===== src/rtl/serial_adder.sv =====
// Digit-serial adder/subtractor: DIGIT bits per clock through a ripple slice,
// registered carry, start/busy/done handshake.
module serial_adder #(
  parameter int unsigned WIDTH = 8,
  parameter int unsigned DIGIT = 1
) (
  input  logic             clk,
  input  logic             rst,
  input  logic             start,
  input  logic             sub,
  input  logic [WIDTH-1:0] a,
  input  logic [WIDTH-1:0] b,
  input  logic             cin,
  output logic             busy,
  output logic             done,
  output logic [WIDTH-1:0] s,
  output logic             cout,
  output logic             ovf
);

  localparam int unsigned N  = WIDTH / DIGIT;
  localparam int unsigned CW = (N > 1) ? $clog2(N) : 1;

  typedef enum logic [1:0] {IDLE, RUN, DONE} state_t;

  state_t           state, state_next;
  logic [WIDTH-1:0] sa, sb, res, res_next, dsum_w;
  logic [DIGIT-1:0] dsum;
  logic             carry, ripple_c, c_top, c_out;
  logic [CW-1:0]    cnt;
  logic             last, accept;

  // Ripple slice; c_top is the carry into the slice's top bit, which on the
  // final digit is the carry into bit WIDTH-1.
  always_comb begin
    ripple_c = carry;
    c_top    = carry;
    dsum     = '0;
    for (int unsigned i = 0; i < DIGIT; i++) begin
      if (i == DIGIT - 1) c_top = ripple_c;
      dsum[i]  = sa[i] ^ sb[i] ^ ripple_c;
      ripple_c = (sa[i] & sb[i]) | (ripple_c & (sa[i] ^ sb[i]));
    end
    c_out = ripple_c;
  end

  assign dsum_w   = WIDTH'(dsum);
  assign res_next = (res >> DIGIT) | (dsum_w << (WIDTH - DIGIT));
  assign last     = (cnt == CW'(N - 1));
  assign accept   = start && (state != RUN);
  assign busy     = (state == RUN);
  assign done     = (state == DONE);

  always_ff @(posedge clk or posedge rst) begin
    if (rst) state <= IDLE;
    else     state <= state_next;
  end

  always_comb begin
    state_next = state;
    case (state)
      IDLE:    if (start) state_next = RUN;
      RUN:     if (last) state_next = DONE;
      DONE:    state_next = start ? RUN : IDLE;
      default: state_next = IDLE;
    endcase
  end

  always_ff @(posedge clk or posedge rst) begin
    if (rst) begin
      sa    <= '0;
      sb    <= '0;
      res   <= '0;
      carry <= 1'b0;
      cnt   <= '0;
      s     <= '0;
      cout  <= 1'b0;
      ovf   <= 1'b0;
    end else if (accept) begin
      sa    <= a;
      sb    <= sub ? ~b : b;
      carry <= cin ^ sub;
      cnt   <= '0;
    end else if (state == RUN) begin
      sa    <= sa >> DIGIT;
      sb    <= sb >> DIGIT;
      res   <= res_next;
      carry <= c_out;
      cnt   <= cnt + CW'(1);
      if (last) begin
        s    <= res_next;
        cout <= c_out;
        ovf  <= c_top ^ c_out;
      end
    end
  end

endmodule


===== config.mk =====
export PLATFORM = sky130hd
export DESIGN_NAME = serial_adder
export DESIGN_NICKNAME = d
export VERILOG_FILES = /design/src/rtl/serial_adder.sv
export SDC_FILE = /design/constraint.sdc
export NUM_CORES = 1
export LEC_CHECK = 0
export CAP_MARGIN = 20
export CORE_UTILIZATION = 45
export CTS_CLUSTER_DIAMETER = 40
export DETAILED_ROUTE_END_ITERATION = 16
export GPL_TIMING_DRIVEN = 0
export PLACE_DENSITY = 0.69
export SETUP_SLACK_MARGIN = 0.4
export SLEW_MARGIN = 20
export SYNTH_ARGS = -nofsm -noshare
export SYNTH_HDL_FRONTEND = slang
export SYNTH_SLANG_ARGS = --single-unit

===== constraint.sdc =====
create_clock -name clk -period 3.7 [get_ports clk]
set_input_delay 0.925 -clock clk [delete_from_list [all_inputs] [get_ports clk]]
set_output_delay 0.925 -clock clk [all_outputs]
set_load 0.01 [all_outputs]

== After elaboration in Yosys (flattened, before gate mapping) ==
Cells that the tools add are included.
Widths: inputs -> output; s select.
Word-level totals
  input bits: 21
  output and inout bits: 12
  logic and storage cells: 45
  register bits after elaboration: 40
Operators by class
  bitwise logic cells: 10
  muxes and demuxes: 13
  reductions and logical operators: 6
  $add $sub $neg: 1
  eq/ne operators: 6
Operators by type and width (count)
  $mux 8: 5
  $not 8->8: 1
  $or 7x8->8: 1
  $mux 3: 2
  $pmux 2 s3: 1
  $mux 2: 2
  $ne 2x1->1 const B: 2
  $reduce_and 2->1: 2
  $xor 1x1->1: 4
  $add 3x1->3 const B: 1
  $eq 3x3->1 const B: 1
  $mux 1: 3
  $reduce_and 3->1: 1
  $and 1x1->1: 2
  $eq 2x1->1 const B: 1
  $eq 2x2->1 const B: 1
  $logic_not 2->1: 1
  $ne 2x2->1 const B: 1
  $reduce_bool 2->1: 1
  $logic_and 1x1->1: 1
  $not 1->1: 1
  $or 1x1->1: 1

== Longest topological paths before layout ==
Gate-level depths: netlist of the first run.
  word-level depth: 5
  mapped depth: 6
  depth with buffers taken out: 5

== Least setup slack after synthesis of the first run ==
Ideal clock, no wire load.
  kind: reg-to-output
  start: register state[1]
  end: output port busy
  path buffers: 1
  cell stages (with the launch flop): 4
  required time: 2.775 ns
  arrival time: 0.800 ns
  setup slack: 1.975 ns
  cell sequence: dfrtp_1 -> nand2b_1 -> inv_2 -> buf_2
On the way
  word-level cells in the longest chain between the ends: 1
RTL lines
  from (decl): RTL line 26  | state_t state, state_next;
  from (signal assigned): RTL line 56  | else state <= state_next;
  $eq 2x1->1: RTL line 51  | assign busy = (state == RUN);
  to (decl): RTL line 14  | output logic busy,
No other way between the ends.

== Final worst setup path of the first run ==
Same ends and word-level chain as after synthesis.

==> summary.md, run 1 <==
| Metric | Value |
|---|---|
| Routed wl met2 | 1510 µm |
| PwrDens | 746 mW/mm² |
| Initial antenna violation count | 0 |
| Number of port buffers | 30 |
| Final core utilization | 61.1% |
| Min Tclk post-route | 2.74 ns |
| CTS tree | yes |
| Max-cap violation count | 0 |
| Synth Area in Compound Gates | 6.02% |
| CP endpoint kind | primary output |
| CTS buffer count | 5 |
| WL/cell | 12.8 µm |
| Multi-input gate area | 718 µm² |
| Layout area overhead | 28.6% |
| Critical path class | register to primary output |
| Startpoint types | register |
| Worst min path class | register to register |
| P_leak | 1.11 nW |
| Starting DRC count in detailed routing | 79 |
| Fin Clk Skew | 0.00429 ns |
| Area share of fa/ha/maj cells after synthesis | 2.55% |
| Syn avg cell area | 11.2 µm² |
| Cts hold-fix bufs | 0 |
| # Post-CTS Setup Buffers | 0 |
| CP arrival | 1.82 ns |
| DIE AREA | 0.00418 mm² |
| Starting density of the core | 47.5% |
| Most frequent cells in the layout | nand2_1 (42), dfrtp_1 (39), clkdlybuf4s50_1 (30) |
| Status | complete, no violations |
| Area after DPL | 0.00215 mm² |
| Unique masters post-synth | 23 |
| Final hold violations | 0 |
| Fin area | 0.00227 mm² |
| # IOs | 33 |
| Die Y | 64.7 µm |
| Post-Synth Simple-Gate Area | 10.3% |
| Number of global-route vias before repair | 1283 |
| Most common cell after layout, fill and taps aside | nand2_1 |
| Global-route wire length before repair | 5740 µm |
| Setup TNS | 0 ns |
| HPWL after detailed placement | 2280 µm |
| Worst-skew pair later-pin latency | 0.29 ns |
| Vias per cell | 5.06 |
| GRT overflow | 0 |
| Largest net degree at the start of global routing | 26 |
| Max clock buf depth | 2 |
| GPL Wtd Cong | 0.755 |
| WP data required | 2.77 ns |
| Final wirelength | 3130 µm |
| Max Fclk | 364 MHz |
| Via Count | 1240 |
| Setup Viol. Count Final | 0 |
| Final Max Slew Viols | 0 |
| Post-route ant nets | 0 |
| Reg clk slew, reported paths | 0.07 ns |
| Core Area | 0.00372 mm² |
| DP Cell Count | 237 |
| Actual slew at the worst max-slew pin | 0.369 ns |
| Post-Route M1 WL | 1390 µm |
| GRT Util Overall | 18.4% |
| Fillcell total | 322 |
| Highest metal used | met4 |
| Max IR drop VDD | 339 µV |
| RSZ-0062 raised after global routing | false |
| DRC errors left | 0 |
| Clock root buffer master | clkbuf_8 |
| Finished Layout Cells | 245 |
| Post_cts resized | 0 |
| Synth Area in XOR/XNOR | 4.96% |
| Row count | 22 |
| Final Cycle Share | 74.2% |
| Post-layout nets | 220 |
| Met3 Wirelength | 163 µm |
| Die Width | 64.7 µm |
| H-tree depth | 2 |
| Clock sinks | 39 |
| Post-Syn Instances | 158 |
| Layout cell share with drive strength beyond 1 | 14.2% |
| Register area | 976 µm² |
| Worst slew margin | 75.4% |
| Syn_nets | 182 |
| Mux contribution to synthesized area | 16.9% |
| Largest family of logic cells by synthesized area | multiplexers |
| Synth Warn # | 0 |
| Post-synthesis sequential area ratio | 55.2% |
| Yosys reg bits | 39 |
| Mapped Area | 0.00177 mm² |
| Antenna diodes | 0 |
| Drt pass-1 iters | 4 |
| CP max FO | 10 |
## flip-flops by register name, summed over array words and instances (netlist names)
register,count
cnt,3
state,2
ovf,1
sa,8
res,7
s,8
sb,8
c_top,1
cout,1
## critical path, cell delays in order (launching register included)
cell and delay (ns):
dfrtp_1 0.39, nand2b_1 0.20, inv_2 0.12, buf_2 0.24, clkdlybuf4s50_1 0.57
## final timing paths
kind,startpoint,end,cells after the start,slack [ns]
worst min register to register,sa[2],sa[1],2,0.48
min in group asynchronous,rst,state[1],2,0.93
max in group asynchronous,rst,c_top,3,2.32
worst max register to register,cnt[0],s[1],5,2.09
worst min-delay path,sa[2],sa[1],2,0.48
worst max-delay path,state[1],busy,4,0.96
## kinds of logic after synthesis
| kind of cell | after synthesis |
|---|---|
| compound gates | 21 |
| flops | 39 |
| mux | 26 |
| fa+ha+maj | 3 |
| xor+xnor | 10 |
| simple gates | 46 |
| buf+inv | 13 |
## layer usage
layer / vias to the layer above / GRT usage (%)
li1: 591 / -
met1: 605 / 21.9
met2: 37 / 31.1
met3: 7 / 5.28
met4: 0 / 7.50
met5: - / 0
## through the flow
stage	power [W]	hold slack (ns)	setup slack [ns]
final	0.00169	0.481	0.956
after global routing	0.00184	0.513	0.839
after CTS	0.00172	0.484	0.941
after detailed placement	0.00135	0.466	1.27
after global placement	0.00132	0.458	1.09
after floorplan	0.00110	0.446	1.89
## cell type report
class	instances	area share (%)
timing repair buffer	31	14.4
multi-input combinational	106	31.6
clock buffer	6	3.63
tap	48	2.64
inverter	4	0.661
buffer	9	2.53
clock inverter	2	1.54
sequential	39	43.0
## cell usage after synthesis, drive strengths merged
| master | n | area, µm² |
|---|---|---|
| nand2 | 42 | 158 |
| dfrtp | 39 | 976 |
| o21ai | 19 | 95.1 |
| mux2i | 17 | 170 |
| mux2 | 9 | 128 |
| buf | 8 | 53.8 |
| xor2 | 8 | 70.1 |
| inv | 4 | 15.0 |
| ha | 2 | 25.0 |
| xnor2 | 2 | 17.5 |
| a21oi | 1 | 5.00 |
| clkbuf | 1 | 3.75 |
| fa | 1 | 20.0 |
| nand2b | 1 | 6.26 |
| nand3b | 1 | 7.51 |
| nor2 | 1 | 3.75 |
| nor2b | 1 | 6.26 |
| o22ai | 1 | 6.26 |
## power breakdown
group | total, W | leakage, nW | internal (W) | switching (W)
logic | 0.000614 | 0.557 | 0.000316 | 0.000298
clock network | 0.000362 | 0.0612 | 0.000218 | 0.000144
registers | 0.000718 | 0.496 | 0.000609 | 0.000109
total | 0.00169 | 1.11 | 0.00114 | 0.000551
Note: power is estimated with default switching activity, not from simulation.
==> inputs of run 2 (changes only) <==
clock period = 2.8 ns   (was 3.7 ns; I/O delays follow)
==> run 2 against run 1 <==
Register-to-register slack got worse by 0.91 ns. Sequential cell count did not move. First-iteration DRC count fell by 22%. Worst hold slack barely moved. Largest power group unchanged. Combinational power rose by 36%. Sequential power rose by 33%.
==> summary.md, run 2 (synthesized netlist as in run 1, its figures left out) <==
| Metric | Value |
|---|---|
| Cell Chain, Critical Path | nand2b_4 > inv_2 > buf_6 > clkdlybuf4s50_1 |
| WL/cell | 12.9 µm (+0.71%) |
| Post-route ant nets | 0 (unchanged) |
| Final Cycle Share | 81.6% |
| Antenna diodes | 0 (unchanged) |
| Setup TNS | 0 ns (unchanged) |
| Max Fclk | 437 MHz |
| CP endpoint kind | primary output |
| Layout cell share with drive strength beyond 1 | 15.2% (+0.94 points) |
| Min Tclk post-route | 2.29 ns |
| CP arrival | 1.59 ns (-0.23 ns) |
| Initial antenna violation count | 0 (unchanged) |
| CTS tree | yes |
| Via Count | 1238 (-0.16%) |
| GRT Max-Usage Layer | met2 |
| Clock sinks | 39 (unchanged) |
| Startpoint types | register |
| CP max FO | 10 (unchanged) |
| CTS buffer count | 5 (unchanged) |
| Most frequent cells in the layout | nand2_1 (42), dfrtp_1 (39), clkdlybuf4s50_1 (30) |
| Number of global-route vias before repair | 1292 (+0.70%) |
| Layout area overhead | 29.8% |
| Max incr delay on CP | 0.53 ns (-0.04 ns) |
| Row count | 22 (unchanged) |
| PwrDens | 990 mW/mm² (+33%) |
| Max clock buf depth | 2 (unchanged) |
| Max IR drop VDD | 450 µV (+33%) |
| Worst slew margin | 75.3% (-0.077 points) |
| DRC errors left | 0 (unchanged) |
| H-tree depth | 2 (unchanged) |
| GRT met2 Usage | 31.2% (+0.13 points) |
| Number of port buffers | 30 (unchanged) |
| Core Area | 0.00372 mm² (unchanged) |
| Worst-skew pair later-pin latency | 0.29 ns (about the same) |
| Fin Clk Skew | 0.00284 ns (-0.00145 ns) |
| Starting DRC count in detailed routing | 62 (-22%) |
| Grt met1 use | 22.0% (+0.11 points) |
| WP data required | 2.10 ns (-0.67 ns) |
| Slowest CP cell | clkdlybuf4s50_1 |
| Setup Viol. Count Final | 0 (unchanged) |
| Post-layout nets | 221 (+0.45%) |
| Regs by FF count | s x8, sa x8, sb x8 |
| P_leak | 1.12 nW (+0.78%) |
| Reg clk slew, reported paths | 0.07 ns (about the same) |
| DIE AREA | 0.00418 mm² (unchanged) |
| Global-route wire length before repair | 5750 µm (+0.12%) |
| Vias per cell | 5.03 (-0.57%) |
| Clock root buffer master | clkbuf_8 |
| GRT Util Overall | 18.5% (+0.076 points) |
| Fin area | 0.00229 mm² (+0.94%) |
| GRT overflow | 0 (unchanged) |
| Starting density of the core | 47.5% (unchanged) |
| HPWL after detailed placement | 2280 µm (unchanged) |
| Met3 GRT Util | 5.28% (unchanged) |
| RSZ-0062 raised after global routing | false |
| Max-cap violation count | 0 (unchanged) |
| Most common cell after layout, fill and taps aside | nand2_1 |
| Die Width | 64.7 µm (unchanged) |
| Final wirelength | 3160 µm (+1.1%) |
| Largest net degree at the start of global routing | 26 (unchanged) |
| # IOs | 33 (unchanged) |
| Status | complete, no violations |
| Final hold violations | 0 (unchanged) |
| Die Y | 64.7 µm (unchanged) |
| Actual slew at the worst max-slew pin | 0.370 ns (+0.00116 ns) |
| Critical path class | register to primary output |
| Area after DPL | 0.00215 mm² (unchanged) |
| Drt pass-1 iters | 4 (unchanged) |
| Worst min path class | register to register |
| GPL Wtd Cong | 0.755 (unchanged) |
| Final Max Slew Viols | 0 (unchanged) |
==> run 2: final timing paths <==
path / slack [ns] / to / from / cells past startpoint
max: 0.51 / busy / state[1] / 4
min: 0.48 / sa[1] / sa[2] / 2
max reg2reg: 1.18 / s[1] / cnt[0] / 5
min reg2reg: 0.48 / sa[1] / sa[2] / 2
max in group asynchronous: 1.65 / sb[5] / rst / 3
min in group asynchronous: 0.71 / state[1] / rst / 2
==> run 2: final cells by class <==
type / count / area [µm²]
sequential: 39 / 976
inverter: 4 / 15.0
clock buffer: 6 / 82.6
buffer: 9 / 63.8
fill: 321 / 1420
tap: 48 / 60.1
clock inverter: 2 / 35.0
timing repair buffer: 32 / 335
multi-input combinational: 106 / 726
==> run 2: per-layer routing <==
metal  vias up  share of wire [%]
met3         7                4.4
met1       604                 45
met2        31                 48
met4         0                1.8
met5         -                  0
li1        596                  -
==> run 2: power by group <==
group | internal, W | leakage [nW] | switching (W)
clock | 0.000288 | 0.0612 | 0.000191
combinational | 0.000442 | 0.566 | 0.000396
sequential | 0.000805 | 0.496 | 0.000149
total | 0.00154 | 1.12 | 0.000736
==> run 2: stage by stage <==
step	total power, W	std cells	util [%]	hold WS, ns	setup WS (ns)
4_1_cts	0.00229	246	61.5	0.484	0.443
5_1_grt	0.00246	246	61.7	0.513	0.438
6_report	0.00227	246	61.7	0.481	0.514
3_5_place_dp	0.00179	237	58.0	0.466	0.599
2_1_floorplan	0.00145	158	-	0.446	1.21
3_3_place_gp	0.00174	236	57.2	0.458	0.418
==> run 2: worst max-delay path, delay by kind of cell (launching register included) <==
family                 cells  cell delay, ns
flip-flops                 1            0.40
buffers and inverters      3            0.72
AND/OR/NAND/NOR            1            0.16
==> run 2: repair_timing <==
| item | 4_1_cts | 5_1_grt |
|---|---|---|
| setup buffers | 1 | 0 |
| endpoints found under the setup margin | 1 | 1 |
| cloned | 0 | 0 |
| resized for setup | 2 | 1 |
| hold buffers | 0 | 0 |
==> inputs of run 3 (changes only) <==
clock period = 2.2 ns   (was 2.8 ns; I/O delays follow)
==> run 3 against run 2 <==
Clock skew fell by 0.00057 ns. Die area unchanged. Sequential cell count stayed put. Cell count up 1.6%. Sequential power rose by 27%. Core utilization is 0.64 points higher. Wire length hardly changed. Count of clock-buffer cells in the layout is the same. Sequential share of layout area shrank 0.44 points. Setup slack got worse by 0.061 ns. Largest power group unchanged.
==> summary.md, run 3 (synthesized netlist as in run 1, its figures left out) <==
| Metric | Value |
|---|---|
| CP max FO | 2 (-8) |
| Worst-skew pair later-pin latency | 0.29 ns (about the same) |
| CP endpoint kind | primary output |
| DRC errors left | 0 (unchanged) |
| Hold slack | 0.481 ns (-0.000184 ns) |
| Global-route wire length before repair | 5820 µm (+1.2%) |
| Starting DRC count in detailed routing | 62 (unchanged) |
| Worst min path class | register to register |
| Max IR drop VDD | 574 µV (+27%) |
| Min Tclk post-route | 1.75 ns |
| WL/cell | 12.7 µm (-1.6%) |
| Area after DPL | 0.00215 mm² (unchanged) |
| CP arrival | 1.20 ns (-0.39 ns) |
| Row count | 22 (unchanged) |
| Final core utilization | 62.4% (+0.64 points) |
| Starting density of the core | 47.5% (unchanged) |
| Post-layout nets | 225 (+1.8%) |
| GRT overflow | 0 (unchanged) |
| H-tree depth | 2 (unchanged) |
| Startpoint types | register |
| Final hold violations | 0 (unchanged) |
| Max-cap violation count | 0 (unchanged) |
| DIE AREA | 0.00418 mm² (unchanged) |
| Critical path class | register to primary output |
| Initial antenna violation count | 0 (unchanged) |
| CTS tree | yes |
| Max Fclk | 572 MHz |
| Actual slew at the worst max-slew pin | 0.371 ns (+0.000727 ns) |
| Post-route ant nets | 0 (unchanged) |
| Layout area overhead | 31.2% |
| Regs by FF count | s x8, sa x8, sb x8 |
| Reg clk slew, reported paths | 0.07 ns (about the same) |
| Final worst setup slack | 0.453 ns (-0.0615 ns) |
| Final wirelength | 3160 µm (about the same) |
| Antenna diodes | 0 (unchanged) |
| GPL Wtd Cong | 0.755 (unchanged) |
| Slowest CP cell | clkdlybuf4s50_1 |
| Worst path buffer plus inverter count | 1 (-2) |
| Cts hold-fix bufs | 0 (unchanged) |
| Worst slack, placed | 0.149 ns (-0.450 ns) |
| CTS buffer count | 5 (unchanged) |
| Most frequent cells in the layout | nand2_1 (42), dfrtp_1 (39), clkdlybuf4s50_1 (28) |
| P_leak | 1.15 nW (+2.0%) |
| Final Max Slew Viols | 0 (unchanged) |
| Most common cell after layout, fill and taps aside | nand2_1 |
| GRT Util Overall | 18.7% (+0.27 points) |
| Clock sinks | 39 (unchanged) |
| PwrDens | 1270 mW/mm² (+28%) |
| Worst slew margin | 75.3% (about the same) |
| Die Width | 64.7 µm (unchanged) |
| Clock root buffer master | clkbuf_8 |
| Vias per cell | 4.99 (-0.88%) |
| RSZ-0062 raised after global routing | false |
| # IOs | 33 (unchanged) |
| Layout cell share with drive strength beyond 1 | 17.3% (+2.2 points) |
| Fin area | 0.00232 mm² (+1.0%) |
| Max clock buf depth | 2 (unchanged) |
| Via Count | 1247 (+0.73%) |
| Max incr delay on CP | 0.54 ns (about the same) |
| Number of global-route vias before repair | 1305 (+1.0%) |
| WP data required | 1.65 ns (-0.45 ns) |
| Largest net degree at the start of global routing | 26 (unchanged) |
| HPWL after detailed placement | 2280 µm (unchanged) |
| Top delay family on crit path | buffers and inverters |
| Setup Viol. Count Final | 0 (unchanged) |
| Core Area | 0.00372 mm² (unchanged) |
| Final Cycle Share | 79.4% |
| Fin Clk Skew | 0.00228 ns (-0.000566 ns) |
| Die Y | 64.7 µm (unchanged) |
| Number of port buffers | 30 (unchanged) |
| Cell Chain, Critical Path | clkdlybuf4s50_1 |
| Status | complete, no violations |
| Setup TNS | 0 ns (unchanged) |
| Drt pass-1 iters | 4 (unchanged) |
[run 3: path summary, 6_finish.rpt]
check	from	to	slack (ns)	cells past startpoint
min in group asynchronous	rst	res[5]	0.56	2
max in group asynchronous	rst	cnt[2]	1.20	3
min reg2reg	sa[2]	sa[1]	0.48	2
max	ovf	ovf	0.45	1
min	sa[2]	sa[1]	0.48	2
max reg2reg	cnt[0]	s[1]	0.58	5
[run 3: final cells by class]
cell class / count / area [µm²]
Inverter: 4 / 15.0
Clock buffer: 6 / 82.6
Clock inverter: 2 / 35.0
Timing Repair Buffer: 36 / 359
Sequential cell: 39 / 976
Multi-Input combinational cell: 106 / 726
Buffer: 9 / 63.8
Tap cell: 48 / 60.1
Fill cell: 316 / 1400
[run 3: layer usage]
metal | vias to the layer above | GRT usage [%] | wire [µm] | part of all wire, %
li1 | 604 | - | - | -
met1 | 606 | 22.2 | 1450 | 46
met2 | 31 | 32.0 | 1530 | 48
met3 | 6 | 5.28 | 135 | 4.3
met4 | 0 | 7.50 | 53 | 1.7
met5 | - | 0 | 0 | 0
[run 3: timing repair]
| item | CTS | global route |
|---|---|---|
| pin swaps | 0 | 0 |
| resized for setup | 5 | 2 |
| buffers inserted | 2 | 3 |
| setup endpoints to repair | 2 | 1 |
[run 3: stage by stage]
step | total power [W] | cells
after CTS | 0.00293 | 247
final | 0.00294 | 250
after global routing | 0.00317 | 250
after detailed placement | 0.00227 | 237
after global placement | 0.00221 | 236
after floorplan | 0.00185 | 158
[run 3: power breakdown]
group | leakage (nW) | switching, W | internal, W
Clock | 0.0612 | 0.000244 | 0.000367
Combinational | 0.589 | 0.000518 | 0.000596
Sequential | 0.496 | 0.000188 | 0.00102
[run 3: worst register-to-register path: cells and delay by family, from the launching register on]
| family | cells | cell delay [ns] |
|---|---|---|
| flip-flops | 1 | 0.40 |
| multiplexers | 1 | 0.32 |
| AND/OR/NAND/NOR | 1 | 0.15 |
| adder cells (fa/ha/maj) | 2 | 0.41 |
| buffers and inverters | 1 | 0.24 |
==> RTL change, RTL diff (config.mk and constraints of run 1) <==
The parameter `WIDTH` goes from 8 to 16.
--- a/src/rtl/serial_adder.sv
+++ b/src/rtl/serial_adder.sv
@@ -3,3 +3,3 @@
 module serial_adder #(
-  parameter int unsigned WIDTH = 8,
+  parameter int unsigned WIDTH = 16,
   parameter int unsigned DIGIT = 1
Ports: changed (resized a, b and s); port bits go from 33 to 57. The function was not compared with the original's and may differ.
==> RTL change against run 1 <==
Total power rose by 75%; cell count increased by 74%; wire length is 91% higher; worst setup slack got worse by 0.16 ns; design area up 82%; die area rose by 82%; sequential cell count grew 33; clock power is 73% higher; largest cell class unchanged; global-route usage down 0.97 points; critical path depth is 1 higher; first-iteration DRC count is 1.3% higher; count of clock-buffer cells in the layout up 7; synthesized area rose by 85%; synthesized cell count increased by 65%.
==> RTL change: results (changes against run 1) <==
----------------------------------------------------
[Status]
  Run status ... finished clean

[Cells and area]
  Largest registers ... s (16), sa (16), sb (16)
  Net total in the final layout ... 365 (+66%)
  Ratio of cells with drive above 1 in the final layout ... 21.15% (+6.9 points)
  Antenna diode instance count ... 0 (unchanged)

[Hold path]
  Cell depth of the worst hold path ... 2 (unchanged)
  Hold/Removal Path Class ... reg2reg

[Pwr]
  Static power due to leakage ... 1.882 nW (+69%)
  Largest voltage drop on the vdd net ... 0.2931 mV (-14%)
  Pint ... 0.002049 W (+79%)

[Global routing]
  Number of global-route vias before repair ... 1,996 (+56%)
  First-pass GRT wire length ... 9977 microns (+74%)
  Maximum number of pins on one net before global-route repair ... 38 (+46%)
  Number of antenna violations at the first check in global routing ... 0 (unchanged)
  Total global routing track utilization ... 17.43% (-0.97 points)

[Clocking]
  Maximum level of the CTS H-tree ... 3 (+1)
  Clock latency on the worst-skew pair ... 0.34 ns (+0.05 ns)
  Maximum number of buffers from clock root to sink ... 2 (unchanged)
  Total CTS buffers ... 9 (+4)
  Number of gates resized after CTS ... 0 (unchanged)
  Post-CTS setup repair buffer count ... 0 (unchanged)
  Clock transition at path regs ... 0.07 ns (about the same)
  Root buffer selected by CTS ... clkbuf_8

[Worst setup path]
  R2R setup slack ... about 2.1 ns
  Crit-path max FO ... 10 (unchanged)
  Worst EP arrival ... 1.98 ns (+0.16 ns)
  FF-to-FF path depth ... 6 (+1)

[Yosys]
  Warnings, synthesis ... 0 (unchanged)
  Ranking of synthesized cells by instance count ... 72 x dfrtp_1, 35 x nand2_1, 33 x mux2i_1, 33 x o21ai_0, 26 x mux2_2
  Unique masters post-synth ... 25 (+8.7%)
  Most common flop cell mapped by yosys ... dfrtp_1
  Top cells by area in the synthesized netlist ... dfrtp_1 55%, mux2i_1 10%, mux2_2 9.0%
  Sequential element share of the synthesized area ... 55.19% (about the same)
  Mapped Nets ... 299 (+64%)
  Async set-or-reset flop fraction in the synthesized netlist ... 100.0% (unchanged)

[Routing]
  Total Wirelength ... 5975 microns (+91%)
  ANT nets after route ... 0 (unchanged)
  Drt initial violations ... 80 (+1.3%)
  First-pass iteration count of the detailed router ... 4 (unchanged)
  Total number of vias ... 2,084 (+68%)

[Placed design]
  Instance area after placement ... 3948 sq um (+83%)
  Gpl congestion ... 0.6996 (-7.4%)
  # port buffers ... 54 (+80%)
  Total half-perimeter wirelength after legalization and detailed placement ... 4030 microns (+77%)

[Timing]
  Final setup fails ... 0 (unchanged)
  Clock skew after layout ... 0.006619 ns (+0.002329 ns)
  Total Neg Setup Slack ... 0 ns (unchanged)
  Worst slew margin relative to its limit ... 70.37% (-5.0 points)

----------------------------------------------------
==> RTL change: per-stage QoR <==
step	setup slack (ns)	std cells	hold WS [ns]	utilization [%]
global placement	-0.2536	410	0.4599	56.83
finish	0.7973	427	0.4832	60.04
CTS	0.7714	427	0.4863	60.04
detailed placement	1.152	411	0.4646	57.16
floorplan	0.9501	260	0.4492	-
global route	0.6733	427	0.5037	60.04
==> RTL change: worst paths after layout <==
check / startpoint / end
min in group asynchronous: rst / s[1]
min: sb[12] / sb[11]
max in group asynchronous: rst / sa[14]
max reg2reg: cnt[0] / s[11]
max: state[1] / busy
min reg2reg: sb[12] / sb[11]
==> RTL change: kinds of logic (layout without fill, tap and decap cells) <==
group / count (synthesis) / after routing / share of synthesized area (%)
AO/OA/AOI/OAI: 35 / 35 / 5.596
AND/OR/NAND/NOR: 45 / 45 / 6.056
flip-flops: 72 / 72 / 55.19
XOR/XNOR: 18 / 18 / 4.829
adder cells (fa/ha/maj): 2 / 2 / 0.9965
multiplexers: 68 / 68 / 23.23
buffers and inverters: 20 / 91 / 4.101
==> RTL change: layout make-up <==
class	count	area (sq um)
Buffer	18	126.4
Clock buffer	13	158.9
Clock inverter	3	40.04
Fill cell	616	2760
Inverter	2	10.01
Multi-Input combinational cell	168	1329
Sequential cell	72	1802
Tap cell	96	120.1
Timing Repair Buffer	55	560.5
==> RTL change: worst max-delay path, stage by stage (launching register included) <==
cell,delay [ns]
dfrtp_1,0.40
nor2b_1,0.11
buf_4,0.17
buf_6,0.16
buf_2,0.23
clkdlybuf4s50_1,0.57
==> RTL change: power by group through the flow <==
stage,clock network (W),registers [W],logic [W]
floorplan,0,0.00133,0.000637
global placement,0,0.00133,0.000986
detailed placement,0,0.00134,0.00101
CTS,0.000645,0.00133,0.00102
global route,0.000678,0.00137,0.00111
finish,0.000627,0.00133,0.00101
==> RTL change: layer usage <==
layer  track usage, %  wire, microns  vias up
met3            3.507            225        7
met4            8.048            110        0
li1                 -              -     1021
met5                0              0        -
met2            24.98           2654       42
met1            25.45           2985     1014
